[config.mk]
export PLATFORM = sky130hd
export DESIGN_NAME = axi2to1_rr_arbiter
export DESIGN_NICKNAME = d
export VERILOG_FILES = /design/src/rtl/axi2to1_rr_arbiter.sv
export SDC_FILE = /design/constraint.sdc
export NUM_CORES = 1
export LEC_CHECK = 0
export ABC_CLOCK_PERIOD_IN_PS = 2900
export CORE_AREA = 2 2 214 216
export CTS_BUF_LIST = sky130_fd_sc_hd__clkbuf_4
export DETAILED_ROUTE_END_ITERATION = 12
export DIE_AREA = 0 0 216 218
export DONT_BUFFER_PORTS = 1
export HOLD_SLACK_MARGIN = 0.12
export PLACE_DENSITY = 0.3
export SYNTH_ARGS = -nofsm -noshare
export SYNTH_HDL_FRONTEND = slang
export SYNTH_SLANG_ARGS = --single-unit
[constraint.sdc]
create_clock -name aclk -period 2.9 [get_ports aclk]
set_input_delay 0.87 -clock aclk [delete_from_list [all_inputs] [get_ports aclk]]
set_output_delay 0.87 -clock aclk [all_outputs]
set_load 0.05 [all_outputs]
[src/rtl/axi2to1_rr_arbiter.sv]
// axi2to1_rr_arbiter
//  Two AXI3-style masters share one slave port. The read and write paths each arbitrate
//  round-robin on their own and allow one outstanding transaction per path. A sticky
//  timeout flag reports a slave that leaves a path busy for too long.
// Ports
//  aclk, aresetn            clock; synchronous active-low reset
//  s_ar*/s_r*/s_aw*/s_w*/s_b*  master side. Per-master fields are packed 2x, with master i
//                           in slice i. R and B payloads are shared by both masters.
//  m_ar*/m_r*/m_aw*/m_w*/m_b*  slave side, single width. lock/cache/prot are tied to 0.
//  timeout                  sticky: a path stayed outside IDLE for TIMEOUT cycles
module axi2to1_rr_arbiter #(
  parameter int ID_W    = 4,
  parameter int ADDR_W  = 32,
  parameter int DATA_W  = 32,
  parameter int TIMEOUT = 4096
)(
  input  logic                      aclk,
  input  logic                      aresetn,
  input  logic [1:0]                s_arvalid,
  output logic [1:0]                s_arready,
  input  logic [2*ID_W-1:0]         s_arid,
  input  logic [2*ADDR_W-1:0]       s_araddr,
  input  logic [15:0]               s_arlen,
  input  logic [5:0]                s_arsize,
  input  logic [3:0]                s_arburst,
  output logic [1:0]                s_rvalid,
  input  logic [1:0]                s_rready,
  output logic [ID_W-1:0]           s_rid,
  output logic [DATA_W-1:0]         s_rdata,
  output logic [1:0]                s_rresp,
  output logic                      s_rlast,
  input  logic [1:0]                s_awvalid,
  output logic [1:0]                s_awready,
  input  logic [2*ID_W-1:0]         s_awid,
  input  logic [2*ADDR_W-1:0]       s_awaddr,
  input  logic [15:0]               s_awlen,
  input  logic [5:0]                s_awsize,
  input  logic [3:0]                s_awburst,
  input  logic [1:0]                s_wvalid,
  output logic [1:0]                s_wready,
  input  logic [2*ID_W-1:0]         s_wid,
  input  logic [2*DATA_W-1:0]       s_wdata,
  input  logic [2*(DATA_W/8)-1:0]   s_wstrb,
  input  logic [1:0]                s_wlast,
  output logic [1:0]                s_bvalid,
  input  logic [1:0]                s_bready,
  output logic [ID_W-1:0]           s_bid,
  output logic [1:0]                s_bresp,
  output logic                      m_arvalid,
  input  logic                      m_arready,
  output logic [ID_W-1:0]           m_arid,
  output logic [ADDR_W-1:0]         m_araddr,
  output logic [7:0]                m_arlen,
  output logic [2:0]                m_arsize,
  output logic [1:0]                m_arburst,
  output logic [1:0]                m_arlock,
  output logic [3:0]                m_arcache,
  output logic [2:0]                m_arprot,
  input  logic                      m_rvalid,
  output logic                      m_rready,
  input  logic [ID_W-1:0]           m_rid,
  input  logic [DATA_W-1:0]         m_rdata,
  input  logic [1:0]                m_rresp,
  input  logic                      m_rlast,
  output logic                      m_awvalid,
  input  logic                      m_awready,
  output logic [ID_W-1:0]           m_awid,
  output logic [ADDR_W-1:0]         m_awaddr,
  output logic [7:0]                m_awlen,
  output logic [2:0]                m_awsize,
  output logic [1:0]                m_awburst,
  output logic [1:0]                m_awlock,
  output logic [3:0]                m_awcache,
  output logic [2:0]                m_awprot,
  output logic                      m_wvalid,
  input  logic                      m_wready,
  output logic [ID_W-1:0]           m_wid,
  output logic [DATA_W-1:0]         m_wdata,
  output logic [DATA_W/8-1:0]       m_wstrb,
  output logic                      m_wlast,
  input  logic                      m_bvalid,
  output logic                      m_bready,
  input  logic [ID_W-1:0]           m_bid,
  input  logic [1:0]                m_bresp,
  output logic                      timeout
);
  localparam int SW = DATA_W / 8;
  localparam int CW = (TIMEOUT > 0) ? $clog2(TIMEOUT + 1) : 1;
  localparam logic [CW-1:0] TO_LIM = CW'(TIMEOUT);
  localparam logic [CW-1:0] TO_M1  = CW'(TIMEOUT - 1);

  typedef enum logic [1:0] {RD_IDLE, RD_AR, RD_R} rd_st_t;
  typedef enum logic [1:0] {WR_IDLE, WR_AW, WR_W, WR_B} wr_st_t;

  // ---------------- read path ----------------
  rd_st_t              r_rd_st, w_rd_nxt;
  logic                r_rd_g, r_rd_last;
  logic [ID_W-1:0]     r_arid;
  logic [ADDR_W-1:0]   r_araddr;
  logic [7:0]          r_arlen;
  logic [2:0]          r_arsize;
  logic [1:0]          r_arburst;
  logic [CW-1:0]       r_rd_cnt;
  logic                w_ar_win, w_ar_take, w_rd_done, w_rd_hit;

  // On a tie the master that did not win last time gets the grant.
  assign w_ar_win  = (&s_arvalid) ? ~r_rd_last : s_arvalid[1];
  assign w_ar_take = aresetn && (r_rd_st == RD_IDLE) && (|s_arvalid);
  assign w_rd_done = (r_rd_st == RD_R) && m_rvalid && s_rready[r_rd_g] && m_rlast;

  always_comb begin
    w_rd_nxt  = r_rd_st;
    s_arready = 2'b00;
    s_rvalid  = 2'b00;
    m_rready  = 1'b0;
    m_arvalid = 1'b0;
    case (r_rd_st)
      RD_IDLE: if (w_ar_take) begin
        s_arready[w_ar_win] = 1'b1;
        w_rd_nxt = RD_AR;
      end
      RD_AR: begin
        m_arvalid = 1'b1;
        if (m_arready) w_rd_nxt = RD_R;
      end
      RD_R: begin
        s_rvalid[r_rd_g] = m_rvalid;
        m_rready = s_rready[r_rd_g];
        if (w_rd_done) w_rd_nxt = RD_IDLE;
      end
      default: w_rd_nxt = RD_IDLE;
    endcase
  end

  always_ff @(posedge aclk) begin
    if (!aresetn) begin
      r_rd_st   <= RD_IDLE;
      r_rd_g    <= 1'b0;
      r_rd_last <= 1'b1;
      r_arid    <= '0;
      r_araddr  <= '0;
      r_arlen   <= '0;
      r_arsize  <= '0;
      r_arburst <= '0;
    end else begin
      r_rd_st <= w_rd_nxt;
      if (w_ar_take) begin
        r_rd_g    <= w_ar_win;
        r_arid    <= s_arid[w_ar_win*ID_W +: ID_W];
        r_araddr  <= s_araddr[w_ar_win*ADDR_W +: ADDR_W];
        r_arlen   <= s_arlen[w_ar_win*8 +: 8];
        r_arsize  <= s_arsize[w_ar_win*3 +: 3];
        r_arburst <= s_arburst[w_ar_win*2 +: 2];
      end
      if (w_rd_done) r_rd_last <= r_rd_g;
    end
  end

  assign m_arid    = r_arid;
  assign m_araddr  = r_araddr;
  assign m_arlen   = r_arlen;
  assign m_arsize  = r_arsize;
  assign m_arburst = r_arburst;
  assign m_arlock  = 2'b00;
  assign m_arcache = 4'b0000;
  assign m_arprot  = 3'b000;
  assign s_rid     = m_rid;
  assign s_rdata   = m_rdata;
  assign s_rresp   = m_rresp;
  assign s_rlast   = m_rlast;

  // ---------------- write path ----------------
  wr_st_t              r_wr_st, w_wr_nxt;
  logic                r_wr_g, r_wr_last;
  logic [ID_W-1:0]     r_awid;
  logic [ADDR_W-1:0]   r_awaddr;
  logic [7:0]          r_awlen;
  logic [2:0]          r_awsize;
  logic [1:0]          r_awburst;
  logic [CW-1:0]       r_wr_cnt;
  logic                w_aw_win, w_aw_take, w_wr_done, w_wr_hit;

  assign w_aw_win  = (&s_awvalid) ? ~r_wr_last : s_awvalid[1];
  assign w_aw_take = aresetn && (r_wr_st == WR_IDLE) && (|s_awvalid);
  assign w_wr_done = (r_wr_st == WR_B) && m_bvalid && s_bready[r_wr_g];

  always_comb begin
    w_wr_nxt  = r_wr_st;
    s_awready = 2'b00;
    s_wready  = 2'b00;
    s_bvalid  = 2'b00;
    m_awvalid = 1'b0;
    m_wvalid  = 1'b0;
    m_bready  = 1'b0;
    case (r_wr_st)
      WR_IDLE: if (w_aw_take) begin
        s_awready[w_aw_win] = 1'b1;
        w_wr_nxt = WR_AW;
      end
      WR_AW: begin
        m_awvalid = 1'b1;
        if (m_awready) w_wr_nxt = WR_W;
      end
      // W beats are only forwarded once the address has been accepted.
      WR_W: begin
        m_wvalid = s_wvalid[r_wr_g];
        s_wready[r_wr_g] = m_wready;
        if (s_wvalid[r_wr_g] && m_wready && s_wlast[r_wr_g]) w_wr_nxt = WR_B;
      end
      WR_B: begin
        s_bvalid[r_wr_g] = m_bvalid;
        m_bready = s_bready[r_wr_g];
        if (w_wr_done) w_wr_nxt = WR_IDLE;
      end
      default: w_wr_nxt = WR_IDLE;
    endcase
  end

  always_ff @(posedge aclk) begin
    if (!aresetn) begin
      r_wr_st   <= WR_IDLE;
      r_wr_g    <= 1'b0;
      r_wr_last <= 1'b1;
      r_awid    <= '0;
      r_awaddr  <= '0;
      r_awlen   <= '0;
      r_awsize  <= '0;
      r_awburst <= '0;
    end else begin
      r_wr_st <= w_wr_nxt;
      if (w_aw_take) begin
        r_wr_g    <= w_aw_win;
        r_awid    <= s_awid[w_aw_win*ID_W +: ID_W];
        r_awaddr  <= s_awaddr[w_aw_win*ADDR_W +: ADDR_W];
        r_awlen   <= s_awlen[w_aw_win*8 +: 8];
        r_awsize  <= s_awsize[w_aw_win*3 +: 3];
        r_awburst <= s_awburst[w_aw_win*2 +: 2];
      end
      if (w_wr_done) r_wr_last <= r_wr_g;
    end
  end

  assign m_awid    = r_awid;
  assign m_awaddr  = r_awaddr;
  assign m_awlen   = r_awlen;
  assign m_awsize  = r_awsize;
  assign m_awburst = r_awburst;
  assign m_awlock  = 2'b00;
  assign m_awcache = 4'b0000;
  assign m_awprot  = 3'b000;
  assign m_wid     = s_wid[r_wr_g*ID_W +: ID_W];
  assign m_wdata   = s_wdata[r_wr_g*DATA_W +: DATA_W];
  assign m_wstrb   = s_wstrb[r_wr_g*SW +: SW];
  assign m_wlast   = s_wlast[r_wr_g];
  assign s_bid     = m_bid;
  assign s_bresp   = m_bresp;

  // ---------------- timeout ----------------
  // The counters hold the number of busy cycles completed so far. The flag sets on the
  // edge that would bring a counter to TIMEOUT. The counters saturate there, so they
  // cannot wrap. A TIMEOUT of 0 keeps both counters at zero and the flag clear.
  assign w_rd_hit = (TIMEOUT != 0) && (r_rd_st != RD_IDLE) && (r_rd_cnt == TO_M1);
  assign w_wr_hit = (TIMEOUT != 0) && (r_wr_st != WR_IDLE) && (r_wr_cnt == TO_M1);

  always_ff @(posedge aclk) begin
    if (!aresetn) begin
      r_rd_cnt <= '0;
      r_wr_cnt <= '0;
      timeout  <= 1'b0;
    end else begin
      if (r_rd_st == RD_IDLE)     r_rd_cnt <= '0;
      else if (r_rd_cnt != TO_LIM) r_rd_cnt <= r_rd_cnt + 1'b1;
      if (r_wr_st == WR_IDLE)     r_wr_cnt <= '0;
      else if (r_wr_cnt != TO_LIM) r_wr_cnt <= r_wr_cnt + 1'b1;
      if (w_rd_hit || w_wr_hit)   timeout <= 1'b1;
    end
  end
endmodule

==> flow_summary.json, run 1 <==
{
  "wl_per_cell_um": 19.71,
  "critical_path.max_fanout": 11,
  "stdcell_area_sq_mm": 0.007920,
  "grt_pass1_vias": 5127,
  "core_area_sq_mm": 0.04489,
  "synth.yosys.warnings": 0,
  "max-slew-margin-rel_pct": 37.02,
  "clock_path_buffers": 2,
  "first_iter_violations": 392,
  "dp_hpwl_mm": 18.02,
  "n_fill_cell": 5022,
  "cp_data_required_time_ns": 2.03,
  "grt_pass1_wl_mm": 34.33,
  "antenna_found_initial": 5,
  "fp.dieH_um": 218,
  "post-route-period-util_pct": 94.40,
  "die_w_um": 216,
  "firstDrtPassIters": 8,
  "ys_seq_area_share_pct": 38.31,
  "placedInstanceArea_sq_mm": 0.007251,
  "power_w": 0.006230,
  "via_per_inst": 4.117,
  "remaining_drc_errors": 0,
  "syn_avg_cell_area_sq_um": 9.788,
  "grt_max_degree": 114,
  "maxCapViolCount": 0,
  "fmax_mhz": 365.3,
  "grt_overflow_total": 0,
  "synth_compound_area_share_pct": 17.01,
  "synth-seq-cells": 133,
  "ys_types": 49,
  "worstMarginPinSlew_ns": 0.9447,
  "start_kind": "flip-flop",
  "multiInputGateArea_sq_mm": 0.003815,
  "clock-root-buffer": "clkbuf_4",
  "synthCells": 710,
  "drive_above_1_share_pct": 18.22,
  "synth_top_family_by_area": "compound AO/OA/AOI/OAI gates",
  "slew_violations": 0,
  "track_usage_pct": 10.28,
  "finalHoldViolations": 0,
  "timing.hold.ws_ns": 0.3067,
  "antenna_left": 0,
  "cts_tree": "yes",
  "vdd_drop_max_mv": 0.3242,
  "cts_max_level": 4,
  "end_kind": "output pin",
  "io_pins": 558,
  "syn_area_sq_mm": 0.006949,
  "synth-adder-area-share_pct": 1.620,
  "register_area_sq_mm": 0.002668,
  "rsz0062_at_grt": "yes",
  "finClkSkew_ns": 0.03039,
  "finalNonFillerCells": 1269,
  "synth-xor-area-share_pct": 2.269,
  "status": "completed",
  "num_rows": 78,
  "clock_latency_ns": 0.69,
  "start_util_pct": 15.48,
  "setup-violations-final": 0,
  "power.density_mw_per_mm2": 786.6,
  "p_leak_nw": 3.241,
  "die_area_sq_mm": 0.04709,
  "period_minus_slack_ns": 2.738,
  "crit_arrival_ns": 1.87,
  "place.gp.congestion": 0.8997,
  "syn_to_final_growth_pct": 13.97,
  "fin_nets": 1000,
  "crit_type": "reg -> out",
  "cts_made_buffers": 17,
  "worstHoldPathType": "in -> reg",
  "io_buffers": 0,
  "synthMuxAreaShare_pct": 14.75,
  "yosys.area_share.simple_pct": 14.76,
  "cts_num_sinks": 133,
  "setup_tns_ns": 0,
  "vias": 5224,
  "dp_cells": 1224,
  "routed_wl_mm": 25.02,
  "path_clk_slew_ns": 0.12
}
## path summary, 6_finish.rpt
kind	startpoint	endpoint	slack [ns]	cells past startpoint
setup / recovery	r_wr_g$_SDFFE_PN0P_	m_wvalid	0.16	5
hold / removal	aresetn	r_wr_last$_SDFFE_PN1P_	0.31	1
setup reg to reg	r_wr_st[1]$_SDFFE_PN0P_	r_wr_st[0]$_SDFFE_PN0P_	0.92	7
hold reg to reg	r_rd_cnt[12]$_SDFFE_PP0P_	r_rd_cnt[12]$_SDFFE_PP0P_	0.50	2
## per-layer routing
layer | share of wire [%] | vias up | track usage (%) | wire length (um)
met5 | 0.052 | - | 0 | 13
met1 | 38 | 2403 | 10.67 | 9476
met3 | 12 | 50 | 6.388 | 3027
met2 | 46 | 361 | 15.59 | 11380
li1 | - | 2408 | - | -
met4 | 4.5 | 2 | 6.507 | 1115
## state kept, by name, summed over array words and instances, names as in the netlist
name / flops
r_rd_cnt: 13
r_wr_last: 1
m_arburst: 2
r_rd_last: 1
m_awaddr: 32
m_awsize: 3
m_arsize: 3
m_awlen: 8
m_arid: 4
r_wr_cnt: 13
m_awburst: 2
m_awid: 4
r_wr_st: 2
r_rd_st: 2
r_wr_g: 1
m_araddr: 32
m_arlen: 8
timeout: 1
r_rd_g: 1
## synth_stat cells, drive strengths merged
| cell | number | share of area (%) |
|---|---|---|
| dfxtp | 133 | 38 |
| buf | 99 | 9.6 |
| nand2 | 60 | 3.2 |
| nor2b | 55 | 5.0 |
| mux2i | 54 | 7.8 |
| a222oi | 49 | 7.1 |
| o211a | 49 | 7.1 |
| mux2 | 43 | 7.0 |
| nor2 | 27 | 1.5 |
| clkbuf | 20 | 1.1 |
| nand3 | 13 | 1.0 |
| and3 | 10 | 0.90 |
| inv | 10 | 0.54 |
| ha | 9 | 1.6 |
| xnor2 | 9 | 1.1 |
| xor2 | 9 | 1.1 |
| a21oi | 7 | 0.50 |
| o21ai | 7 | 0.50 |
| nand4 | 5 | 0.45 |
| and2 | 4 | 0.36 |
| or3 | 4 | 0.36 |
| a21boi | 3 | 0.32 |
| and4 | 3 | 0.38 |
| nor4 | 3 | 0.27 |
| nor4b | 3 | 0.47 |
| a31o | 2 | 0.25 |
| nand2b | 2 | 0.18 |
| nor3 | 2 | 0.14 |
| o21a | 2 | 0.22 |
| a211oi | 1 | 0.18 |
| a22o | 1 | 0.13 |
| a22oi | 1 | 0.11 |
| a311oi | 1 | 0.13 |
| a31oi | 1 | 0.090 |
| and3b | 1 | 0.13 |
| conb | 1 | 0.054 |
| nand3b | 1 | 0.11 |
| nor3b | 1 | 0.11 |
| nor4bb | 1 | 0.14 |
| o211ai | 1 | 0.18 |
| o311ai | 1 | 0.13 |
| o41a | 1 | 0.16 |
| or4 | 1 | 0.11 |
## power breakdown
group	internal, W	switching (W)	total, W
registers	0.00205	0.000860	0.00291
logic	0.000765	0.00120	0.00197
clock network	0.000515	0.000838	0.00135
total	0.00333	0.00290	0.00623
## final cells by class
type	instances	area share, %
inverters	10	0.4739
diodes	5	0.1580
flip-flops and latches	133	33.68
clock inverters	15	1.912
clock buffers	17	1.611
multi-input cells	465	48.17
repair buffers	24	4.518
well taps	600	9.479
## placed cells by master, fill, tap and decap left out, drive strengths merged, types with 3 or more instances in the layout
cell	instances
clkinv	6
diode	5
a21oi	7
a21boi	3
mux2i	54
nand3	13
a222oi	49
nor4b	3
nor2b	55
nand2	60
nand4	5
ha	9
mux2	43
dfxtp	133
and4	3
xor2	9
conb	18
o211a	49
or3	4
clkbuf	18
o21ai	7
buf	21
nor2	27
inv	15
xnor2	9
and2	4
nor4	3
and3	10
## logic make-up after synthesis
kind of cell	after synthesis
mux	97
compound gates	127
flops	133
other cells	1
fa+ha+maj	9
buf+inv	129
simple gates	196
xor+xnor	18
## repair_timing
item | in CTS | in global routing
setup endpoints to repair | 48 | 24
hold buffers | 0 | 0
pin swaps | 2 | 0
cloned | 3 | 1
gates resized for setup | 31 | 31
setup buffers | 4 | 0
## worst max-delay path: stages, from the launching register on
cell,delay (ns)
dfxtp_4,0.45
buf_12,0.14
buf_16,0.15
mux2i_2,0.22
nor2b_1,0.08
buf_6,0.16
## per-stage QoR
step	util (%)	worst slack, ns
6_report	17.64	0.1624
5_1_grt	17.63	-0.04770
4_1_cts	17.34	-0.05486
3_5_place_dp	16.15	0.4045
3_3_place_gp	16.15	0.3982
2_1_floorplan	-	0.1347
Note: power is estimated with default switching activity, not from simulation.
==> run 2, diff against run 1 <==
--- a/config.mk
+++ b/config.mk
@@ -5,7 +5,7 @@
 export SDC_FILE = /design/constraint.sdc
 export NUM_CORES = 1
 export LEC_CHECK = 0
-export ABC_CLOCK_PERIOD_IN_PS = 2900
+export ABC_CLOCK_PERIOD_IN_PS = 3400
 export CORE_AREA = 2 2 214 216
 export CTS_BUF_LIST = sky130_fd_sc_hd__clkbuf_4
 export DETAILED_ROUTE_END_ITERATION = 12
==> constraint.sdc (replaced) <==
create_clock -name aclk -period 3.4 [get_ports aclk]
set_input_delay 1.02 -clock aclk [delete_from_list [all_inputs] [get_ports aclk]]
set_output_delay 1.02 -clock aclk [all_outputs]
set_load 0.05 [all_outputs]
==> run 2 against run 1 <==
  * Via count down 1.2%
  * Sequential power shrank 14%
  * Worst setup slack improved by 0.014 ns
  * Final cell count decreased by 0.24%
==> flow_summary.json, run 2 (synthesis gave the netlist of run 1 again) <==
{
  "die_area_sq_mm": 0.04709,
  "p_leak_nw": 2.973,
  "grt_overflow_total": 0,
  "grt_pass1_vias": 4934,
  "hold_buffers": 0,
  "cts_num_sinks": 133,
  "syn_to_final_growth_pct": 7.760,
  "crit_type": "reg -> out",
  "clock-root-buffer": "clkbuf_4",
  "holdPathEnd": "r_wr_last$_SDFFE_PN1P_",
  "layout_common_cells": "132 x dfxtp_1, 60 x nand2_1, 54 x nor2b_1, 54 x mux2i_1",
  "stdcell_area_sq_mm": 0.007488,
  "period_minus_slack_ns": 3.223,
  "fin_ws_ns": 0.1769,
  "critPathMaxStageDelay_ns": 0.56,
  "antenna_found_initial": 7,
  "clock_latency_ns": 0.70,
  "r2r-end": "m_awid[3]$_SDFFE_PN0P_",
  "crit_buf_inv": 1,
  "r2r_start": "r_wr_st[0]$_SDFFE_PN0P_",
  "slew_violations": 0,
  "fp.dieH_um": 218,
  "start_kind": "flip-flop",
  "r2r_slack_ns": 1.20,
  "cp_num_cells": 2,
  "io_buffers": 0,
  "wl_per_cell_um": 19.90,
  "finalHoldViolations": 0,
  "post-route-period-util_pct": 94.80,
  "worstMarginPinSlew_ns": 0.7814,
  "r2r_cells": 6,
  "routed_wl_mm": 25.20,
  "critical_path.max_fanout": 26,
  "antenna_left": 0,
  "min_from": "aresetn",
  "pre_cts_ws_ns": 0.5706,
  "worstHoldPathType": "in -> reg",
  "track_usage_pct": 10.36,
  "drive_above_1_share_pct": 15.24,
  "num_rows": 78,
  "final_common_cell": "dfxtp_1",
  "via_per_inst": 4.076,
  "remaining_drc_errors": 0,
  "grt_pass1_wl_mm": 34.36,
  "start_util_pct": 15.48,
  "max-slew-margin-rel_pct": 47.91,
  "status": "completed",
  "slowest_stage": "dfxtp_4",
  "cp_data_required_time_ns": 2.38,
  "dp_hpwl_mm": 19.18,
  "fmax_mhz": 310.3,
  "vias": 5160,
  "cts_max_level": 4,
  "core_area_sq_mm": 0.04489,
  "cts_made_buffers": 17,
  "fin_nets": 992,
  "cts_tree": "yes",
  "clock_path_buffers": 2,
  "cts_setup_buffers": 0,
  "whs_path_depth": 1,
  "grt_max_degree": 114,
  "finClkSkew_ns": 0.02270,
  "final_util_pct": 16.68,
  "cp_top_family": "flip-flops",
  "power.density_mw_per_mm2": 665.1,
  "io_pins": 558,
  "setup-violations-final": 0,
  "setup_tns_ns": 0,
  "first_iter_violations": 310,
  "maxCapViolCount": 0,
  "firstDrtPassIters": 6,
  "power_w": 0.004981,
  "end_kind": "output pin",
  "die_w_um": 216,
  "place.gp.congestion": 0.9074,
  "path_clk_slew_ns": 0.13,
  "vdd_drop_max_mv": 0.3209,
  "critical_path.cell_chain": "buf_4 > mux2_2",
  "crit_arrival_ns": 2.20,
  "placedInstanceArea_sq_mm": 0.007208
}
-- run 2: cell types whose count changed in the layout (fill, tap and decap cells not counted), moves of 3 or more --
cell     previous run  this run
and2_1              1         4
mux2_2              2        43
inv_6               5         2
mux2_4             41         0
diode_2             5        10
buf_12              5         2
-- run 2: worst max-delay path by stage --
stage / from / to / slack (ns)
2_1_floorplan: s_arvalid[0] / s_arready[0] / 0.19
5_1_grt: r_wr_g$_SDFFE_PN0P_ / m_wdata[25] / -0.04
3_5_place_dp: aresetn / s_arready[1] / 0.57
3_3_place_gp: s_arvalid[0] / s_arready[1] / 0.58
6_report: r_wr_g$_SDFFE_PN0P_ / m_wdata[25] / 0.18
4_1_cts: r_wr_st[0]$_SDFFE_PN0P_ / s_wready[0] / 0.02
-- run 2: where the power goes --
part	total, W	internal (W)	switching, W
combinational	0.00142	0.000463	0.000961
sequential	0.00250	0.00175	0.000751
clock	0.00106	0.000372	0.000686
total	0.00498	0.00258	0.00240
-- run 2: layout make-up --
cell class | instances | area, sq um
diodes | 10 | 25.02
clock buffers | 19 | 142.6
clock inverters | 13 | 107.6
fillers | 5048 | 37400
inverters | 10 | 37.54
multi-input cells | 465 | 3613
flip-flops and latches | 133 | 2666
well taps | 600 | 750.7
repair buffers | 16 | 145.1
-- run 2: metrics by stage --
stage / instances / hold slack, ns
after floorplan: 727 / 0.4394
after global placement: 1224 / 0.4863
after detailed placement: 1224 / 0.4910
after CTS: 1256 / 0.2979
after global routing: 1265 / 0.2867
final: 1266 / 0.4240
-- run 2: repair_timing --
item,CTS,global route
setup endpoints to repair,26,0
endpoints found under the hold margin,0,0
resized for setup,2,0
-- run 2: routing by layer --
layer	share of wire, %	track usage, %
met4	3.2	6.279
met3	13	5.760
met5	0.15	0
met1	37	10.85
met2	46	16.25
